### config.mk
export PLATFORM = sky130hd
export DESIGN_NAME = usb_rx_bit_recovery_flat
export DESIGN_NICKNAME = d
export VERILOG_FILES = /design/src/rtl/usb_rx_bit_recovery_if.sv /design/src/rtl/usb_rx_bit_recovery.sv /design/src/flat_wrapper.sv
export SDC_FILE = /design/constraint.sdc
export NUM_CORES = 1
export LEC_CHECK = 0
export ABC_AREA = 1
export BUFFER_PORTS_ARGS = -buffer_cell sky130_fd_sc_hd__buf_2
export CAP_MARGIN = 20
export CORE_ASPECT_RATIO = 0.8
export CORE_MARGIN = 2
export CORE_UTILIZATION = 25
export DETAILED_ROUTE_END_ITERATION = 8
export PLACE_DENSITY_LB_ADDON = 0.1
export SETUP_SLACK_MARGIN = 0.1
export SLEW_MARGIN = 25
export SYNTH_ARGS = -nofsm -noshare
export SYNTH_HDL_FRONTEND = slang
export SYNTH_SLANG_ARGS = --single-unit
### constraint.sdc
create_clock -name clk -period 1.23 [get_ports clk]
set_input_delay 0.369 -clock clk [delete_from_list [all_inputs] [get_ports clk]]
set_output_delay 0.369 -clock clk [all_outputs]
set_load 0.01 [all_outputs]
### src/rtl/usb_rx_bit_recovery_if.sv
// Line-side and decoded-bit signals of the USB receive bit recovery block.
// The master side drives the synchronized D+/D- pair and consumes the decoded
// stream; the slave side is the recovery logic itself.
interface usb_rx_bit_recovery_if;
    logic d_plus;     // synchronized D+ (idle J = 1)
    logic d_minus;    // synchronized D- (idle J = 0)
    logic bit_out;    // decoded data bit, valid with bit_valid
    logic bit_valid;  // one-cycle strobe per decoded non-stuffed bit
    logic eop;        // one-cycle pulse on end-of-packet
    logic stuff_err;  // one-cycle pulse: stuffed bit was not a 0
    logic line_err;   // one-cycle pulse: isolated single-bit SE0
    logic busy;       // high while receiving

    modport master (
        output d_plus, d_minus,
        input  bit_out, bit_valid, eop, stuff_err, line_err, busy
    );

    modport slave (
        input  d_plus, d_minus,
        output bit_out, bit_valid, eop, stuff_err, line_err, busy
    );
endinterface

### src/rtl/usb_rx_bit_recovery.sv
// USB receive bit recovery: oversamples the synchronized differential pair,
// resynchronizes the bit timer on every D+ transition, NRZI-decodes, strips
// stuffed bits, detects SE0 end-of-packet and flags line errors. All outputs
// are registered, so a sample taken in cycle t is visible in cycle t+1.
module usb_rx_bit_recovery #(
    parameter int CLKS_PER_BIT = 8,
    parameter int SAMPLE_POINT = 3,
    parameter int STUFF_LIMIT  = 6
) (
    input  logic                  clk,
    input  logic                  rst,
    usb_rx_bit_recovery_if.slave  bus
);
    localparam int CW = $clog2(CLKS_PER_BIT);
    localparam int OW = $clog2(STUFF_LIMIT + 1);

    typedef enum logic {IDLE, ACTIVE} state_t;

    state_t        state;
    logic          prev_dp;
    logic          last_bit;
    logic [CW-1:0] cnt;
    logic [OW-1:0] ones;
    logic [1:0]    se0_cnt;

    logic bit_out_r, bit_valid_r, eop_r, stuff_err_r, line_err_r, busy_r;

    logic line_edge, se0, sample, dec;

    // Any D+ change marks a bit boundary; an edge always wins over a sample
    // in the same cycle so a late edge never produces a duplicate bit.
    assign line_edge = (bus.d_plus != prev_dp);
    assign se0       = !bus.d_plus && !bus.d_minus;
    assign sample    = (state == ACTIVE) && !line_edge && (cnt == CW'(SAMPLE_POINT));
    // NRZI: no change in level decodes as 1, a change as 0.
    assign dec       = (bus.d_plus == last_bit);

    // Bit timer, NRZI decode, destuffing and EOP/error detection.
    always_ff @(posedge clk) begin
        if (rst) begin
            state       <= IDLE;
            prev_dp     <= 1'b1;
            last_bit    <= 1'b1;
            cnt         <= '0;
            ones        <= '0;
            se0_cnt     <= '0;
            bit_out_r   <= 1'b1;
            bit_valid_r <= 1'b0;
            eop_r       <= 1'b0;
            stuff_err_r <= 1'b0;
            line_err_r  <= 1'b0;
            busy_r      <= 1'b0;
        end else begin
            prev_dp     <= bus.d_plus;
            bit_valid_r <= 1'b0;
            eop_r       <= 1'b0;
            stuff_err_r <= 1'b0;
            line_err_r  <= 1'b0;

            case (state)
                IDLE: begin
                    cnt <= '0;
                    // Only a J->K transition starts reception; the edge cycle
                    // counts as 0, so the timer restarts at 1.
                    if (line_edge && !bus.d_plus && bus.d_minus) begin
                        state  <= ACTIVE;
                        busy_r <= 1'b1;
                        cnt    <= CW'(1);
                    end
                end

                ACTIVE: begin
                    if (line_edge)
                        cnt <= CW'(1);
                    else if (cnt == CW'(CLKS_PER_BIT - 1))
                        cnt <= '0;
                    else
                        cnt <= cnt + 1'b1;

                    if (sample) begin
                        if (se0) begin
                            // Two consecutive SE0 bit times end the packet.
                            if (se0_cnt == 2'd1) begin
                                eop_r    <= 1'b1;
                                busy_r   <= 1'b0;
                                state    <= IDLE;
                                last_bit <= 1'b1;
                                ones     <= '0;
                                se0_cnt  <= '0;
                                cnt      <= '0;
                            end else begin
                                se0_cnt <= se0_cnt + 1'b1;
                            end
                        end else begin
                            // A lone SE0 bit is reported, then this bit is
                            // decoded against the level seen before the SE0.
                            if (se0_cnt == 2'd1)
                                line_err_r <= 1'b1;
                            se0_cnt  <= '0;
                            last_bit <= bus.d_plus;
                            if (ones == OW'(STUFF_LIMIT)) begin
                                ones        <= '0;
                                stuff_err_r <= dec;
                            end else begin
                                bit_valid_r <= 1'b1;
                                bit_out_r   <= dec;
                                ones        <= dec ? ones + 1'b1 : '0;
                            end
                        end
                    end
                end

                default: state <= IDLE;
            endcase
        end
    end

    assign bus.bit_out   = bit_out_r;
    assign bus.bit_valid = bit_valid_r;
    assign bus.eop       = eop_r;
    assign bus.stuff_err = stuff_err_r;
    assign bus.line_err  = line_err_r;
    assign bus.busy      = busy_r;
endmodule

### src/flat_wrapper.sv
// flat-port wrapper written by rule: the top's interface ports become plain ports
module usb_rx_bit_recovery_flat 
#(
    parameter int CLKS_PER_BIT = 8,
    parameter int SAMPLE_POINT = 3,
    parameter int STUFF_LIMIT  = 6
)
  (clk, rst, bus_d_plus, bus_d_minus, bus_bit_out, bus_bit_valid, bus_eop, bus_stuff_err, bus_line_err, bus_busy);
  usb_rx_bit_recovery_if bus_i ();
  input  logic clk;
  input  logic rst;
  input wire logic [$bits(bus_i.d_plus)-1:0] bus_d_plus;
  input wire logic [$bits(bus_i.d_minus)-1:0] bus_d_minus;
  output wire logic [$bits(bus_i.bit_out)-1:0] bus_bit_out;
  output wire logic [$bits(bus_i.bit_valid)-1:0] bus_bit_valid;
  output wire logic [$bits(bus_i.eop)-1:0] bus_eop;
  output wire logic [$bits(bus_i.stuff_err)-1:0] bus_stuff_err;
  output wire logic [$bits(bus_i.line_err)-1:0] bus_line_err;
  output wire logic [$bits(bus_i.busy)-1:0] bus_busy;
  assign bus_i.d_plus = bus_d_plus;
  assign bus_i.d_minus = bus_d_minus;
  assign bus_bit_out = bus_i.bit_out;
  assign bus_bit_valid = bus_i.bit_valid;
  assign bus_eop = bus_i.eop;
  assign bus_stuff_err = bus_i.stuff_err;
  assign bus_line_err = bus_i.line_err;
  assign bus_busy = bus_i.busy;
  usb_rx_bit_recovery #(.CLKS_PER_BIT(CLKS_PER_BIT), .SAMPLE_POINT(SAMPLE_POINT), .STUFF_LIMIT(STUFF_LIMIT)) u_core (.clk(clk), .rst(rst), .bus(bus_i));
endmodule
==> results.md <==
Routing:
- The count of nets left with antenna violations once routing finished came out at 0.
- The routed via count divided by cell count is between 4 and 5.
- In this run, the number of DRC markers left after iteration 0 of detailed routing was 21.
- The average wire per cell in the routed design is between 10 and 15 µm.
- For this block, the routed nets add up to 1599 µm of wire.
- The residual DRC count is 0.
- The length of the first detailed-routing pass in iterations is 4.
- The routed layout has about 640 vias.

GRT:
- The maximum number of pins on one net before global-route repair is 10.
- The via count of the first global-routing pass came to between 600 and 700.
- The number of antenna violations at the first check in global routing came to 0.
- Global routing used between 10% and 20% of the available tracks across all layers.
- The first global-routing pass estimated 2898 µm of wire.
- Summed over all layers, the global routing overflow is 0.

Floorplanning:
- After floorplanning, the core was sized to cover approximately 0.0028 mm².
- Measured along the y axis, the die boundary spans 52.97 µm.
- The horizontal die dimension is roughly 65 µm.
- The starting utilization of the core area is between 20% and 30%.
- The die covers 0.003454 mm².
- For this design the top-level I/O count stands at 10.
- In this run the core area contains 17 standard-cell rows.

Clocking:
- The clock tree from TritonCTS is built.
- The cell sitting at the root of the clock tree is a clkbuf_8.
- The number of H-tree levels is 1.
- The clock-pin transition on the worst setup and hold timing paths is ~0.06 ns.
- The clock sink count is 17.
- The insertion delay to the later sink of the worst-skew pair is ~0.25 ns.
- Counting along the longest clock path gives a buffer depth of 2.
- TritonCTS created 3 clock buffers.

Logic synthesis:
- The main combinational cell family by area after synthesis is simple AND/OR/NAND/NOR gates.
- The post-synthesis xor/xnor area fraction is 0%.
- By area the synthesized netlist is led by dfxtp_1 (45%), ha_1 (10%), nand2_1 (9.0%), inv_1 (7.5%), nor2_1 (6.0%).
- The fraction of post-synthesis cell area in the top cell type by area is 45.41%.
- The number of distinct library cells after synthesis is 16.
- Summing the sequential cell areas from Yosys gives 45.41% of the chip area.
- The multiplexer share of the synthesized area is 0%.
- The dominant cell type by area after synthesis is dfxtp_1.
- For this run, the number of Yosys warnings is 0.
- The compound-cell area share of the yosys netlist is 8.347%.
- The adder and majority cell fraction of the synthesized area is 10.02%.
- The flip-flop and latch count after synthesis is 17.
- The simple-gate share of the synthesized area is ~28%.
- The mapped netlist covers ~750 µm².
- The mean cell area of the mapped netlist is 7.889 µm².
- Synthesis handed over a netlist of 95 instances.
- The number of nets in the synthesized netlist is 105.

Place:
- The HPWL after detailed placement is about 1200 µm.
- Routability-driven placement finished with a final weighted congestion of between 0.7 and 0.8.
- The pre-CTS setup slack is -0.2321 ns.
- The instance area after placement is around 980 µm².
- Port buffering added 9 buffers.

STA:
- Setup repair after global routing could not meet its margin everywhere.
- The shortest period the worst path allows is ~1.2 ns.
- Across the routed clock network, the largest skew measured is roughly 0.0017 ns.
- The total count of max-transition violations in the final report is 0.
- The final count of negative-setup-slack endpoints is 0.
- For this run, the top clock speed supported by timing is about 840 MHz.
- The worst-margin pin slew is around 0.19 ns.
- The hold violation count in the final report is 0.
- The worst path meets setup with a little under 0.04 ns of slack.
- After layout, the worst path uses 96.83% of the clock period.
- The remaining max-slew budget at the tightest pin is 87.13%.

Worst hold path:
- The path category of the worst min-delay check is in -> reg.
- The worst hold path begins at rst.
- The path with the worst hold slack has its endpoint at u_core.bus.busy$_SDFFE_PP0P_.
- The worst hold path passes through 2 cells.

Critical path:
- The critical path startpoint category is a flop.
- The category of the critical setup timing path is reg -> reg.
- On the critical path, the stage with the largest delay is an instance of dfxtp_2.
- The maximum net fanout on the critical path is 3.
- The largest single stage delay on the critical path is between 0.3 and 0.4 ns.
- The logic depth of the worst register-to-register path is 6.
- The dominant cell type by count on the critical path is ha_4.
- Traced cell by cell, the critical path runs through ha_4 > ha_4 > buf_4 > nand3_2 > o21ai_1 > nand3_1.
- The endpoint identified for the worst register-to-register timing path is u_core.bus.bit_out$_SDFFE_PP1P_.
- Data on the critical path arrives at its endpoint at about 1.3 ns.
- For flop-to-flop paths, the worst setup slack is 0.04 ns.
- The worst register-to-register path begins at u_core.cnt[0]$_SDFF_PP0_.
- STA puts the critical path data required time at roughly 1.4 ns.
- STA classifies the critical path endpoint as a flop.

Cells and area:
- Leaving out fill and tap cells, the most frequent cell in the layout is nand2_1.
- The synthesis-to-layout area growth is 47.58%.
- The net count reported at finish is 131.
- The post-layout instance area is roughly 0.0011 mm².
- The number of fillers in the final layout is 306.
- In the final layout, the registers with the most flip-flops are u_core.cnt: 3 flops, u_core.ones: 3 flops, u_core.se0_cnt: 2 flops.
- The fraction of final layout cells with drive strength greater than 1 is approximately 45%.
- Leaving out fill and tap cells, the most frequent cells in the layout are nand2_1 (15), dfxtp_1 (13), buf_4 (11), inv_1 (10), nor2_1 (10).
- 0 antenna diodes ended up in the layout.

Job:
- Max-cap violations in this run came to 0.

Pwr:
- Summed over all cells, the static leakage comes to approximately 0.52 nW.
- In this run the power density over the cells is 986.9 mW/mm².
- The worst voltage drop across the vdd grid is roughly 480 µV.

Run status:
- The run finished with clean final reports.
## metrics by stage
stage	hold WS (ns)	instances	total power [W]	TNS, ns	utilization [%]
after floorplan	0.4149	95	0.0006308	0	-
after global placement	0.4315	152	0.0006818	-2.584	35.07
after detailed placement	0.4301	152	0.0006818	-2.730	35.07
after CTS	0.3417	157	0.001103	0	38.10
after global routing	0.3472	158	0.001152	-0.3439	39.39
final	0.3428	158	0.001092	0	39.39
## cell families (layout without fill, tap and decap cells)
kind of cell	after synthesis	in the layout
simple gates	44	44
flops	17	17
buf+inv	17	42
compound gates	11	11
fa+ha+maj	6	6
## area by class of cell
type	count	area [µm²]	share of cell area (%)
clock buffer	4	45.04	4.072
timing repair buffer	21	147.6	13.35
sequential	17	345.3	31.22
inverter	17	76.32	6.900
tap	38	47.55	4.299
multi-input combinational	61	444.2	40.16
## critical path: cells and delay by family, from the launching register on
family / cells / cell delay [ns]
compound gates: 1 / 0.16
fa+ha+maj: 2 / 0.28
buf+inv: 1 / 0.10
flops: 1 / 0.34
simple gates: 2 / 0.19
## power breakdown
| group | internal [W] | leakage (nW) | switching, W |
|---|---|---|---|
| Clock | 0.000229 | 0.0228 | 0.000180 |
| Sequential | 0.000561 | 0.140 | 0.00000903 |
| Combinational | 0.0000512 | 0.359 | 0.0000608 |
## repair_timing
item,4_1_cts,5_1_grt
hold buffers,0,0
gates resized for setup,10,10
setup endpoints to repair,15,16
setup buffers,1,1
pin swaps,5,3
## routing by layer
metal | share of wire, % | global-route usage (%)
met2 | 39 | 16.84
met3 | 5.2 | 4.468
met1 | 55 | 15.44
met4 | 0.88 | 3.125
met5 | 0 | 0
## synthesized netlist by cell type
| library cell | n |
|---|---|
| nand4_1 | 2 |
| o21ai_0 | 4 |
| nand2_1 | 18 |
| a21oi_1 | 5 |
| ha_1 | 6 |
| a31oi_1 | 1 |
| nor2_1 | 12 |
| inv_1 | 15 |
| nor2_8 | 1 |
| inv_2 | 2 |
| nand3_1 | 7 |
| nor3_1 | 2 |
| nand2_2 | 1 |
| o21bai_2 | 1 |
| dfxtp_1 | 17 |
| nand2_4 | 1 |
## worst max path at each step
stage / from / to / slack, ns / depth (start not counted)
after global routing: u_core.cnt[0]$_SDFF_PP0_ / u_core.ones[2]$_SDFFE_PP0P_ / -0.06 / 8
after global placement: bus_d_plus / u_core.ones[0]$_SDFFE_PP0P_ / -0.21 / 8
after CTS: u_core.cnt[0]$_SDFF_PP0_ / u_core.ones[2]$_SDFFE_PP0P_ / 0.03 / 8
final: u_core.cnt[0]$_SDFF_PP0_ / u_core.bus.bit_out$_SDFFE_PP1P_ / 0.04 / 6
after detailed placement: bus_d_plus / u_core.ones[0]$_SDFFE_PP0P_ / -0.23 / 8
after floorplan: bus_d_plus / u_core.ones[0]$_SDFFE_PP0P_ / 0.03 / 7
Note: power is estimated with default switching activity, not from simulation.
